<file path="config.mk">
export PLATFORM = sky130hd
export DESIGN_NAME = window_scan_ctrl
export DESIGN_NICKNAME = d
export VERILOG_FILES = /design/src/rtl/window_scan_ctrl.sv
export SDC_FILE = /design/constraint.sdc
export NUM_CORES = 1
export LEC_CHECK = 0
export BUFFER_PORTS_ARGS = -buffer_cell sky130_fd_sc_hd__buf_2
export CORE_ASPECT_RATIO = 1.4
export CORE_MARGIN = 2
export CORE_UTILIZATION = 45
export CTS_CLUSTER_SIZE = 10
export DETAILED_ROUTE_END_ITERATION = 12
export GPL_TIMING_DRIVEN = 0
export PLACE_DENSITY_LB_ADDON = 0.05
export SYNTH_ARGS = -nofsm -noshare
export SYNTH_HDL_FRONTEND = slang
export SYNTH_SLANG_ARGS = --single-unit
export TNS_END_PERCENT = 10
</file>
<file path="constraint.sdc">
create_clock -name clk -period 2 [get_ports clk]
set_clock_uncertainty 0.05 [all_clocks]
set_input_delay 0.3 -clock clk [delete_from_list [all_inputs] [get_ports clk]]
set_output_delay 0.3 -clock clk [all_outputs]
set_load 0.05 [all_outputs]
</file>
<file path="src/rtl/window_scan_ctrl.sv">
// Raster sequencer for the 3x3 window frame memory: issues one window read per
// cycle, mirrors each read as a write PIPE_LAT cycles later, and reports busy/done.
module window_scan_ctrl #(
  parameter int IMG_W    = 64,
  parameter int IMG_H    = 64,
  parameter int PIPE_LAT = 3,
  parameter int AW       = 7
) (
  input  logic          clk,
  input  logic          rst,
  input  logic          start,
  input  logic          stall,
  output logic          rd,
  output logic [AW-1:0] rd_row,
  output logic [AW-1:0] rd_col,
  output logic          wr,
  output logic [AW-1:0] wr_row,
  output logic [AW-1:0] wr_col,
  output logic          busy,
  output logic          done
);

  typedef enum logic [1:0] {IDLE, SCAN, DRAIN, DONE} state_t;

  typedef struct packed {
    logic          v;
    logic [AW-1:0] row;
    logic [AW-1:0] col;
  } slot_t;

  localparam logic [AW-1:0] ROW_LAST = AW'(IMG_H - 1);
  localparam logic [AW-1:0] COL_LAST = AW'(IMG_W - 1);

  state_t        state, state_nxt;
  slot_t         dly [PIPE_LAT];
  logic          rd_nxt, busy_nxt, done_nxt;
  logic [AW-1:0] row_nxt, col_nxt;
  logic          last_win, pending;

  assign last_win = (rd_row == ROW_LAST) && (rd_col == COL_LAST);

  // Entries still ahead of the final write stage; the frame is finished once
  // these are empty and the last result sits in the output stage.
  always_comb begin
    pending = 1'b0;
    for (int k = 0; k < PIPE_LAT - 1; k++) pending = pending | dly[k].v;
  end

  always_ff @(posedge clk) begin
    if (rst) begin
      state  <= IDLE;
      rd     <= 1'b0;
      rd_row <= '0;
      rd_col <= '0;
      busy   <= 1'b0;
      done   <= 1'b0;
    end else begin
      state  <= state_nxt;
      rd     <= rd_nxt;
      rd_row <= row_nxt;
      rd_col <= col_nxt;
      busy   <= busy_nxt;
      done   <= done_nxt;
    end
  end

  always_comb begin
    state_nxt = state;
    case (state)
      IDLE:    if (start) state_nxt = SCAN;
      SCAN:    if (rd && last_win) state_nxt = DRAIN;
      DRAIN:   if (!pending) state_nxt = DONE;
      DONE:    state_nxt = IDLE;
      default: state_nxt = IDLE;
    endcase
  end

  // Counters advance only past a window that was actually read, so a stall
  // leaves them pointing at the next window to issue.
  always_comb begin
    rd_nxt   = 1'b0;
    row_nxt  = rd_row;
    col_nxt  = rd_col;
    busy_nxt = busy;
    done_nxt = 1'b0;
    case (state)
      IDLE: begin
        if (start) begin
          rd_nxt   = 1'b1;
          row_nxt  = '0;
          col_nxt  = '0;
          busy_nxt = 1'b1;
        end
      end
      SCAN: begin
        if (rd && !last_win) begin
          if (rd_col == COL_LAST) begin
            col_nxt = '0;
            row_nxt = rd_row + AW'(1);
          end else begin
            col_nxt = rd_col + AW'(1);
          end
        end
        rd_nxt = !(rd && last_win) && !stall;
      end
      DRAIN:   if (!pending) done_nxt = 1'b1;
      DONE:    busy_nxt = 1'b0;
      default: busy_nxt = 1'b0;
    endcase
  end

  // Coordinates move only with valid entries, so the output stage keeps the
  // last written coordinate through write bubbles.
  always_ff @(posedge clk) begin
    if (rst) begin
      for (int k = 0; k < PIPE_LAT; k++) dly[k] <= '0;
    end else begin
      dly[0].v <= rd;
      if (rd) begin
        dly[0].row <= rd_row;
        dly[0].col <= rd_col;
      end
      for (int k = 1; k < PIPE_LAT; k++) begin
        dly[k].v <= dly[k-1].v;
        if (dly[k-1].v) begin
          dly[k].row <= dly[k-1].row;
          dly[k].col <= dly[k-1].col;
        end
      end
    end
  end

  assign wr     = dly[PIPE_LAT-1].v;
  assign wr_row = dly[PIPE_LAT-1].row;
  assign wr_col = dly[PIPE_LAT-1].col;

endmodule
</file>
==> metrics.cfg, run 1 <==
[placement]
numPortBuffers = 34
place_congestion = 0.859
placed_cell_area_um2 = 3030
dp_hpwl_um = 3410

[detailed_routing]
postRouteWirelength_um = 4920
dr.first_iter.drc_count = 70
drc = 0
via_count = 1802
routed_via_density = 5.18
ant_nets = 0
firstDrtPassIters = 6
wl_per_cell_um = 14.1

[floorplan]
initial_core_util_pct = 46.6
core_um2 = 5820
ios = 36
rows = 33
die_h_um = 95.9
die_area_um2 = 6670
die_x_um = 69.6

[worst_setup_path]
r2r_end = rd_row[5]
cp-startpoint = rd_col[0]
reg2reg_depth = 6
slowest_delay_ns = 0.51
crit-reg2reg-launch = rd_col[0]
endpoint = rd_row[5]
arrival_ns = 2.23
path_cells = ha_4 -> and3_4 -> nand3_4 -> or3b_4 -> or4_1 -> o211ai_1
critPathLaunchType = register
crit_fanout = 7
regToRegSetupSlack_ns = -0.04
setup.worst_path.end_class = register
crit_type = reg -> reg
critPathSlowestCell = or4_1
critPathRequiredTime_ns = 2.20

[layout]
syn_to_final_growth_pct = 24.3
final_cell_mix = edfxtp_1, buf_2, nor2b_1
final_layout_size_suffix_gt1_share_pct = 30.6
nNetsFinal = 283
stdcell_area_um2 = 3370
fin_util_pct = 57.9
num-fill-cells = 489
antennaDiodeCount = 0
final_common_cell = edfxtp_1

[yosys]
synthMuxAreaShare_pct = 1.11
synthArstFlopShare_pct = 0
synth_flop_cell = edfxtp_1
yosysUniqueCellTypes = 43
synth_top_family_by_area = simple AND/OR/NAND/NOR gates
synth_area_per_cell_um2 = 12.3
ys_ff_latch = 64
synth_xor_area_share_pct = 0
ys_seq_area_share_pct = 63.8
syn-cell-area_um2 = 2710
yosysWarnings = 0
syn_inst = 221
synth-simple-area-share_pct = 20.2
synth_compound_area_share_pct = 9.78
synth_edf_count = 45
synth_fa_ha_area_share_pct = 2.77

[sta]
hold_viol_final = 0
setup_slack_ns = -0.0368
finalWorstPathRequiredPeriod_ns = 2.04
final-setup-viol-count = 2
rsz0062_at_grt = true
drv_slew = 0
period_share_pct = 102
timing.fmax_mhz = 491

[power]
p_clk_share_pct = 33.9
power_density_nw_per_um2 = 1080
pwr-share-seq_pct = 44.6
netSwitchingFraction_pct = 28.8
power.total_mw = 3.65
p_leak_nw = 1.31
pwr-share-comb_pct = 21.5
intPower_mw = 2.60
p_switching_mw = 1.05
peakVddDrop_uv = 599

[job]
maxCapViolCount = 0

[global_route]
grt_antenna_before_repair = 0
grt_overflow_total = 0
grt_first_pass_wirelength_um = 7820
grt_max_degree = 16
track_usage_pct = 15.4
grt_pass1_vias = 1643

[clocking]
cts_tree = built
clock-sinks = 64
clk_pin_slew_worst_paths_ns = 0.07
clockRootBuffer = clkbuf_8
htreeDepth = 3
cts_hold_buf = 0
cts_buffer_depth = 2
clk_latency_ns = 0.33
cts_made_buffers = 9

[min_path]
min_path_cells = 3
hold_path.class = in -> reg

[run_status]
status = finished with violations
violations = negative setup slack

==> cells by family (layout without fill, tap and decap cells) <==
family          Yosys count  in the layout
compound gates           37             37
fa+ha+maj                 6              6
buf+inv                  15             70
flops                    64             64
mux                       3              3
other cells               1              3
simple gates             95             95
==> state kept, by name, indices dropped and copies added, names as in the netlist <==
register  flops
rd_col        7
rd            1
busy          1
state         2
done          1
dly          45
rd_row        7
==> per-stage QoR <==
stage	std cells	TNS, ns	worst slack, ns	hold slack (ns)
finish	348	-0.0728	-0.0368	0.259
global route	348	-0.405	-0.0771	0.256
CTS	343	-0.122	-0.0572	0.252
detailed placement	327	-12.80	-0.395	0.416
global placement	327	-12.93	-0.393	0.418
floorplan	223	-1.23	-0.136	0.391
==> cells in the mapped netlist, drive strengths merged, types with 2 or more instances <==
master	instances	share of area [%]
a21boi	2	0.55
nand2	17	2.4
o21ai	7	1.3
nand3	7	1.8
inv	7	0.97
ha	6	2.8
a31oi	2	0.46
a21oi	4	0.74
dfxtp	19	14
o211ai	5	1.4
nor3b	2	0.55
clkbuf	8	1.2
a31o	2	0.65
and2	16	3.7
o21a	3	0.83
and3	3	0.74
or4	2	0.55
a32o	2	0.74
nor2b	29	6.7
nor2	8	1.1
edfxtp	45	50
or2	3	0.69
nand2b	2	0.46
mux2i	3	1.1
o31ai	2	0.55
==> metal layers <==
metal | track usage (%) | routed length [µm]
met1 | 16.8 | 2020
met2 | 28.1 | 2610
met3 | 4.61 | 225
met4 | 6.09 | 67
met5 | 0 | 0
==> worst max-delay path, delay by kind of cell, from the launching register on <==
family,cells,cell delay [ns]
and+or+nand+nor,4,1.29
AOI/OAI and AO/OA,1,0.09
adders and majority gates,1,0.15
DFF,1,0.39
==> worst min-delay path by stage <==
stage	startpoint	end
6_report	stall	rd
5_1_grt	stall	rd
4_1_cts	stall	rd
3_5_place_dp	dly[0][14]	done
3_3_place_gp	dly[0][14]	done
2_1_floorplan	dly[0][14]	done
==> power groups by stage <==
stage | clock (mW) | combinational (mW) | sequential [mW]
after floorplan | 0 | 0.383 | 1.77
after global placement | 0 | 0.680 | 1.65
after detailed placement | 0 | 0.680 | 1.65
after CTS | 1.25 | 0.747 | 1.62
after global routing | 1.32 | 0.859 | 1.64
final | 1.24 | 0.784 | 1.63
==> layout make-up <==
class                      count  area, µm²  share of cell area, %
sequential                    64       1750                   52.0
multi-input combinational    144       1040                   30.8
timing repair buffer          40        215                   6.38
clock buffer                  12        155                   4.60
tap                           70       87.6                   2.60
clock inverter                 4       67.6                   2.00
buffer                         7       28.8                  0.853
inverter                       7       26.3                  0.779
==> what timing repair did <==
item,in CTS,in global routing
gates resized for setup,8,8
setup buffers,1,5
cloned,0,0
pin swaps,1,5
setup endpoints to repair,45,32
Note: power is estimated with default switching activity, not from simulation.
==> run 2: changes to the inputs <==
- CORE_ASPECT_RATIO: 1.4 -> not set
==> run 2 against run 1 <==
  * The run still ends with negative setup slack left
  * Non-clock buffer count unchanged
  * Core utilization fell by 1.5 points
  * Worst setup slack improved by 0.029 ns
  * Sequential share of layout area rose by 0.86 points
  * First-iteration DRC count is 16% lower
  * Cell count is 1.4% higher
  * Hold slack better by 0.0017 ns
  * Clock power shrank 15%
  * Maximum frequency grew 1.5%
  * Combinational power fell by 2%
  * Largest cell class unchanged
==> metrics.cfg, run 2 (synthesized netlist as in run 1, its figures left out) <==
[layout]
final_cell_mix = edfxtp_1, buf_2, nor2b_1
final_layout_size_suffix_gt1_share_pct = 32.0  ; +1.4 points
top_register = dly
top_regs = dly (45), rd_col (7), rd_row (7)
nNetsFinal = 283  ; unchanged
instances_no_fill = 353  ; +1.4%
syn_to_final_growth_pct = 22.4
final_common_cell = edfxtp_1
num-fill-cells = 541  ; +11%
largest_reg_flops = 45  ; unchanged
antennaDiodeCount = 0  ; unchanged

[power]
power_density_nw_per_um2 = 1040  ; -3.9%
p_leak_nw = 1.29  ; -1.6%
power.total_mw = 3.45  ; -5.4%
peakVddDrop_uv = 630  ; +5.1%

[clocking]
htreeDepth = 3  ; unchanged
clk_latency_ns = 0.33  ; about the same
clk_pin_slew_worst_paths_ns = 0.07  ; about the same
cts_hold_buf = 0  ; unchanged
cts_tree = built
clockRootBuffer = clkbuf_8
cts_buffer_depth = 2  ; unchanged
cts_made_buffers = 9  ; unchanged
clock-sinks = 64  ; unchanged

[global_route]
grt_antenna_before_repair = 0  ; unchanged
grt_overflow_total = 0  ; unchanged
grt_pass1_vias = 1709  ; +4.0%
grt_first_pass_wirelength_um = 8270  ; +5.7%
track_usage_pct = 17.0  ; +1.6 points
grt_max_degree = 16  ; unchanged

[placement]
numPortBuffers = 34  ; unchanged
pre_cts_slack_ns = -0.365  ; +0.0299 ns
place_congestion = 0.783  ; -8.8%
dp.cells = 332  ; +1.5%
dp_hpwl_um = 3460  ; +1.7%

[floorplan]
core_um2 = 5890  ; +1.1%
die_h_um = 81.6  ; -15%
die_area_um2 = 6670  ; -0.13%
initial_core_util_pct = 46.1  ; -0.51 points
ios = 36  ; unchanged
rows = 28  ; -15%
die_x_um = 81.6  ; +17%

[worst_setup_path]
setup.worst_path.end_class = register
regToRegSetupSlack_ns = -0.008  ; +0.03 ns
reg2reg_depth = 6  ; unchanged
critPathLaunchType = register
crit-reg2reg-launch = rd_col[0]
arrival_ns = 2.22  ; about the same
critPathRequiredTime_ns = 2.21  ; about the same
crit_fanout = 6  ; -1
r2r_end = rd_row[5]
crit_type = reg -> reg

[min_path]
min_path_cells = 3  ; unchanged
hold_start = stall
hold_path.class = in -> reg
worstHoldEndpoint = rd

[detailed_routing]
met2WireLength_um = 2420  ; -7.2%
firstDrtPassIters = 4  ; -2
postRouteWirelength_um = 5020  ; +1.9%
top_layer_used = met4
wl_met1_um = 2270  ; +12%
ant_nets = 0  ; unchanged
via_count = 1803  ; +0.055%
wl_met3_um = 219  ; -2.7%
dr.first_iter.drc_count = 59  ; -16%
drc = 0  ; unchanged
wl_per_cell_um = 14.2  ; +0.47%
routed_via_density = 5.11  ; -1.4%

[sta]
final-setup-viol-count = 2  ; unchanged
whs_ns = 0.260  ; +0.00168 ns
setup_slack_ns = -0.00754  ; +0.0293 ns
finalWorstPathRequiredPeriod_ns = 2.01  ; -0.0293 ns
period_share_pct = 100  ; -1.5 points
timing.fmax_mhz = 498  ; +1.5%
drv_slew = 0  ; unchanged
rsz0062_at_grt = true
hold_viol_final = 0  ; unchanged
fin_tns_setup_ns = -0.00931  ; +0.0635 ns

[run_status]
status = finished with violations
violations = negative setup slack

[job]
maxCapViolCount = 0  ; unchanged

run 2: cell types whose count changed in the layout (fill, tap and decap cells not counted), sizes merged:
cell	delta
clkinvlp	+1
bufinv	-1
clkbuf	-3
clkinv	+3
run 2: where the power goes:
part,internal [mW],switching [mW]
Clock,0.564,0.491
Combinational,0.256,0.515
Sequential,1.56,0.0623
Total,2.38,1.07
run 2: critical path: stages (launching register included):
cell and delay [ns]:
dfxtp_4 0.39, ha_4 0.15, and3_4 0.20, nand3_4 0.10, or3b_4 0.45, or4_1 0.52
o211ai_1 0.09
run 2: worst max-delay path by stage:
stage	cells after the start	start	end	slack [ns]
3_5_place_dp	4	rst	dly[0][13]	-0.37
5_1_grt	6	rd_col[0]	rd_row[3]	-0.06
6_report	6	rd_col[0]	rd_row[5]	-0.008
4_1_cts	7	rd_col[0]	rd_row[3]	-0.16
3_3_place_gp	4	rst	dly[0][13]	-0.35
2_1_floorplan	7	rd_col[1]	rd_row[3]	-0.14
run 2: metal layers:
layer	up-vias	global-route usage, %
met5	-	0
li1	900	-
met2	49	27.7
met1	843	21.1
met4	0	9.50
met3	11	3.52
run 2: repair_timing:
item,in CTS,in global routing
setup endpoints to repair,20,13
endpoints found under the hold margin,0,0
setup buffers,0,6
pin swaps,0,5
resized for setup,5,11
run 2: layout make-up:
class	instances	area (µm²)	area share (%)
clock inverters	7	62.6	1.88
clock buffers	9	124	3.73
flip-flops and latches	64	1760	52.9
repair buffers	40	215	6.48
multi-input cells	144	1010	30.5
inverters	7	26.3	0.792
plain buffers	7	28.8	0.867
well taps	75	93.8	2.83
run 2: metrics by stage:
stage	util [%]	area, µm²
floorplan	-	2770
global placement	51.6	3040
detailed placement	51.6	3040
CTS	55.2	3250
global route	56.4	3320
finish	56.4	3320
==> run 3: changes to the inputs <==
- CORE_UTILIZATION: 45 -> 25
- GPL_ROUTABILITY_DRIVEN: not set -> 0
- HOLD_SLACK_MARGIN: not set -> 0.12
==> run 3 against run 2 <==
  * The run still ends with negative setup slack left
  * Clock-buffer cell count grew 1
  * Combinational power grew 3.9%
  * Cell count grew 20%
  * Flip-flop and latch count is the same
  * Core utilization shrank 24 points
  * Final area grew 4.7%
  * First-iteration DRC count shrank 20%
  * Clock power grew 15%
  * Sequential power is essentially flat
  * Non-clock buffer count grew 4
  * Via count shrank 2.7%
  * Die area grew 76%
  * Largest cell class unchanged
==> metrics.cfg, run 3 (synthesized netlist as in run 1, its figures left out) <==
[sta]
finalWorstPathRequiredPeriod_ns = 2.01  ; +0.00378 ns
rsz0062_at_grt = true
setup_slack_ns = -0.0113  ; -0.00378 ns
fin_tns_setup_ns = -0.0289  ; -0.0196 ns
period_share_pct = 101  ; +0.19 points
max_slew_margin_pct = 65.3
drv_slew = 0  ; unchanged
final-setup-viol-count = 3  ; +1
hold_viol_final = 0  ; unchanged
worst_pin_slew_ns = 0.521
timing.fmax_mhz = 497  ; -0.19%

[worst_setup_path]
critPathRequiredTime_ns = 2.22  ; about the same
reg2reg_depth = 6  ; unchanged
setup.worst_path.end_class = register
crit-reg2reg-launch = rd_row[1]
endpoint = state[1]
critPathLaunchType = register
r2r_end = state[1]
path_cells = ha_4 -> nand2_2 -> or4b_4 -> o31ai_4 -> and3_4 -> mux2i_1
crit_type = reg -> reg
crit_fanout = 5  ; -1
critPathSlowestCell = or4b_4
cp-startpoint = rd_row[1]
regToRegSetupSlack_ns = -0.01  ; about the same
slowest_delay_ns = 0.60  ; +0.08 ns
arrival_ns = 2.23  ; about the same

[run_status]
violations = negative setup slack
status = finished with violations

[layout]
largest_reg_flops = 45  ; unchanged
top_regs = dly (45), rd_col (7), rd_row (7)
syn_to_final_growth_pct = 28.2
final_common_cell = edfxtp_1
nNetsFinal = 287  ; +1.4%
top_register = dly
final_cell_mix = edfxtp_1, buf_2, nor2b_1
final_layout_size_suffix_gt1_share_pct = 33.0  ; +0.96 points
instances_no_fill = 422  ; +20%
antennaDiodeCount = 0  ; unchanged
stdcell_area_um2 = 3480  ; +4.7%

[power]
power_density_nw_per_um2 = 1040  ; +0.38%
power.total_mw = 3.63  ; +5.1%
p_leak_nw = 1.32  ; +2.7%
peakVddDrop_uv = 443  ; -30%

[clocking]
clock-sinks = 64  ; unchanged
cts_made_buffers = 9  ; unchanged
htreeDepth = 3  ; unchanged
clockRootBuffer = clkbuf_8
clk_pin_slew_worst_paths_ns = 0.07  ; about the same
clk_latency_ns = 0.34  ; about the same
cts_tree = built
cts_hold_buf = 0  ; unchanged
cts_buffer_depth = 2  ; unchanged

[placement]
dp_hpwl_um = 3940  ; +14%
numPortBuffers = 34  ; unchanged
placed_cell_area_um2 = 3120  ; +2.7%
dp.cells = 397  ; +20%

[floorplan]
die_h_um = 108  ; +32%
core_um2 = 10700  ; +82%
die_area_um2 = 11700  ; +76%
rows = 38  ; +36%
ios = 36  ; unchanged
die_x_um = 108  ; +32%
initial_core_util_pct = 25.4  ; -21 points

[detailed_routing]
drc = 0  ; unchanged
dr.first_iter.drc_count = 47  ; -20%
wl_per_cell_um = 13.4  ; -5.6%
postRouteWirelength_um = 5660  ; +13%
firstDrtPassIters = 4  ; unchanged
routed_via_density = 4.16  ; -19%
ant_nets = 0  ; unchanged
via_count = 1754  ; -2.7%

[global_route]
grt_first_pass_wirelength_um = 9160  ; +11%
grt_max_degree = 16  ; unchanged
grt_antenna_before_repair = 0  ; unchanged
grt_overflow_total = 0  ; unchanged
track_usage_pct = 10.4  ; -6.5 points
grt_pass1_vias = 1690  ; -1.1%

[min_path]
hold_start = stall
hold_path.class = in -> reg
min_path_cells = 3  ; unchanged

[job]
maxCapViolCount = 0  ; unchanged

==> run 3: changes by cell type in the layout (fill, tap and decap cells not counted), sizes merged <==
cell | previous run | this run
buf | 40 | 44
clkinv | 5 | 2
bufinv | 1 | 2
clkbuf | 16 | 17
clkinvlp | 1 | 2
==> run 3: how the worst min path moves through the flow <==
stage	to	slack [ns]
after floorplan	done	0.39
after global placement	busy	0.43
after detailed placement	busy	0.43
after CTS	rd	0.27
after global routing	rd	0.30
final	rd	0.27
==> run 3: area by class of cell <==
type | instances | area (µm²)
Timing Repair Buffer | 44 | 245
Sequential cell | 64 | 1750
Clock inverter | 6 | 83.8
Fill cell | 1106 | 7220
Buffer | 7 | 30.0
Tap cell | 140 | 175
Inverter | 7 | 26.3
Clock buffer | 10 | 128
Multi-Input combinational cell | 144 | 1030
==> run 3: repair_timing <==
action	CTS	global route
setup endpoints to repair	45	15
resized for setup	7	11
buffers inserted	0	10
pin swaps	0	8
==> run 3: critical path, delay by kind of cell, from the launching register on <==
family / cells / cell delay, ns
and+or+nand+nor: 3 / 0.90
AOI/OAI and AO/OA: 1 / 0.31
muxes: 1 / 0.17
adders and majority gates: 1 / 0.14
DFF: 1 / 0.37
==> run 3: stage by stage <==
stage / hold slack, ns / setup WS, ns / utilization [%]
floorplan: 0.391 / -0.136 / -
global placement: 0.430 / -0.638 / 29.1
detailed placement: 0.429 / -0.599 / 29.1
CTS: 0.269 / -0.0917 / 31.3
global route: 0.301 / -0.114 / 32.5
finish: 0.268 / -0.0113 / 32.5
==> run 3: metal layers <==
metal,wire [µm],track usage [%]
met3,276,3.74
met2,2590,16.2
met1,2710,13.4
met4,81,3.85
met5,0,0
==> run 3: report_power, final <==
part           internal (mW)  total, mW  switching, mW
clock                  0.696       1.21          0.511
combinational          0.270      0.801          0.531
sequential              1.56       1.62         0.0599
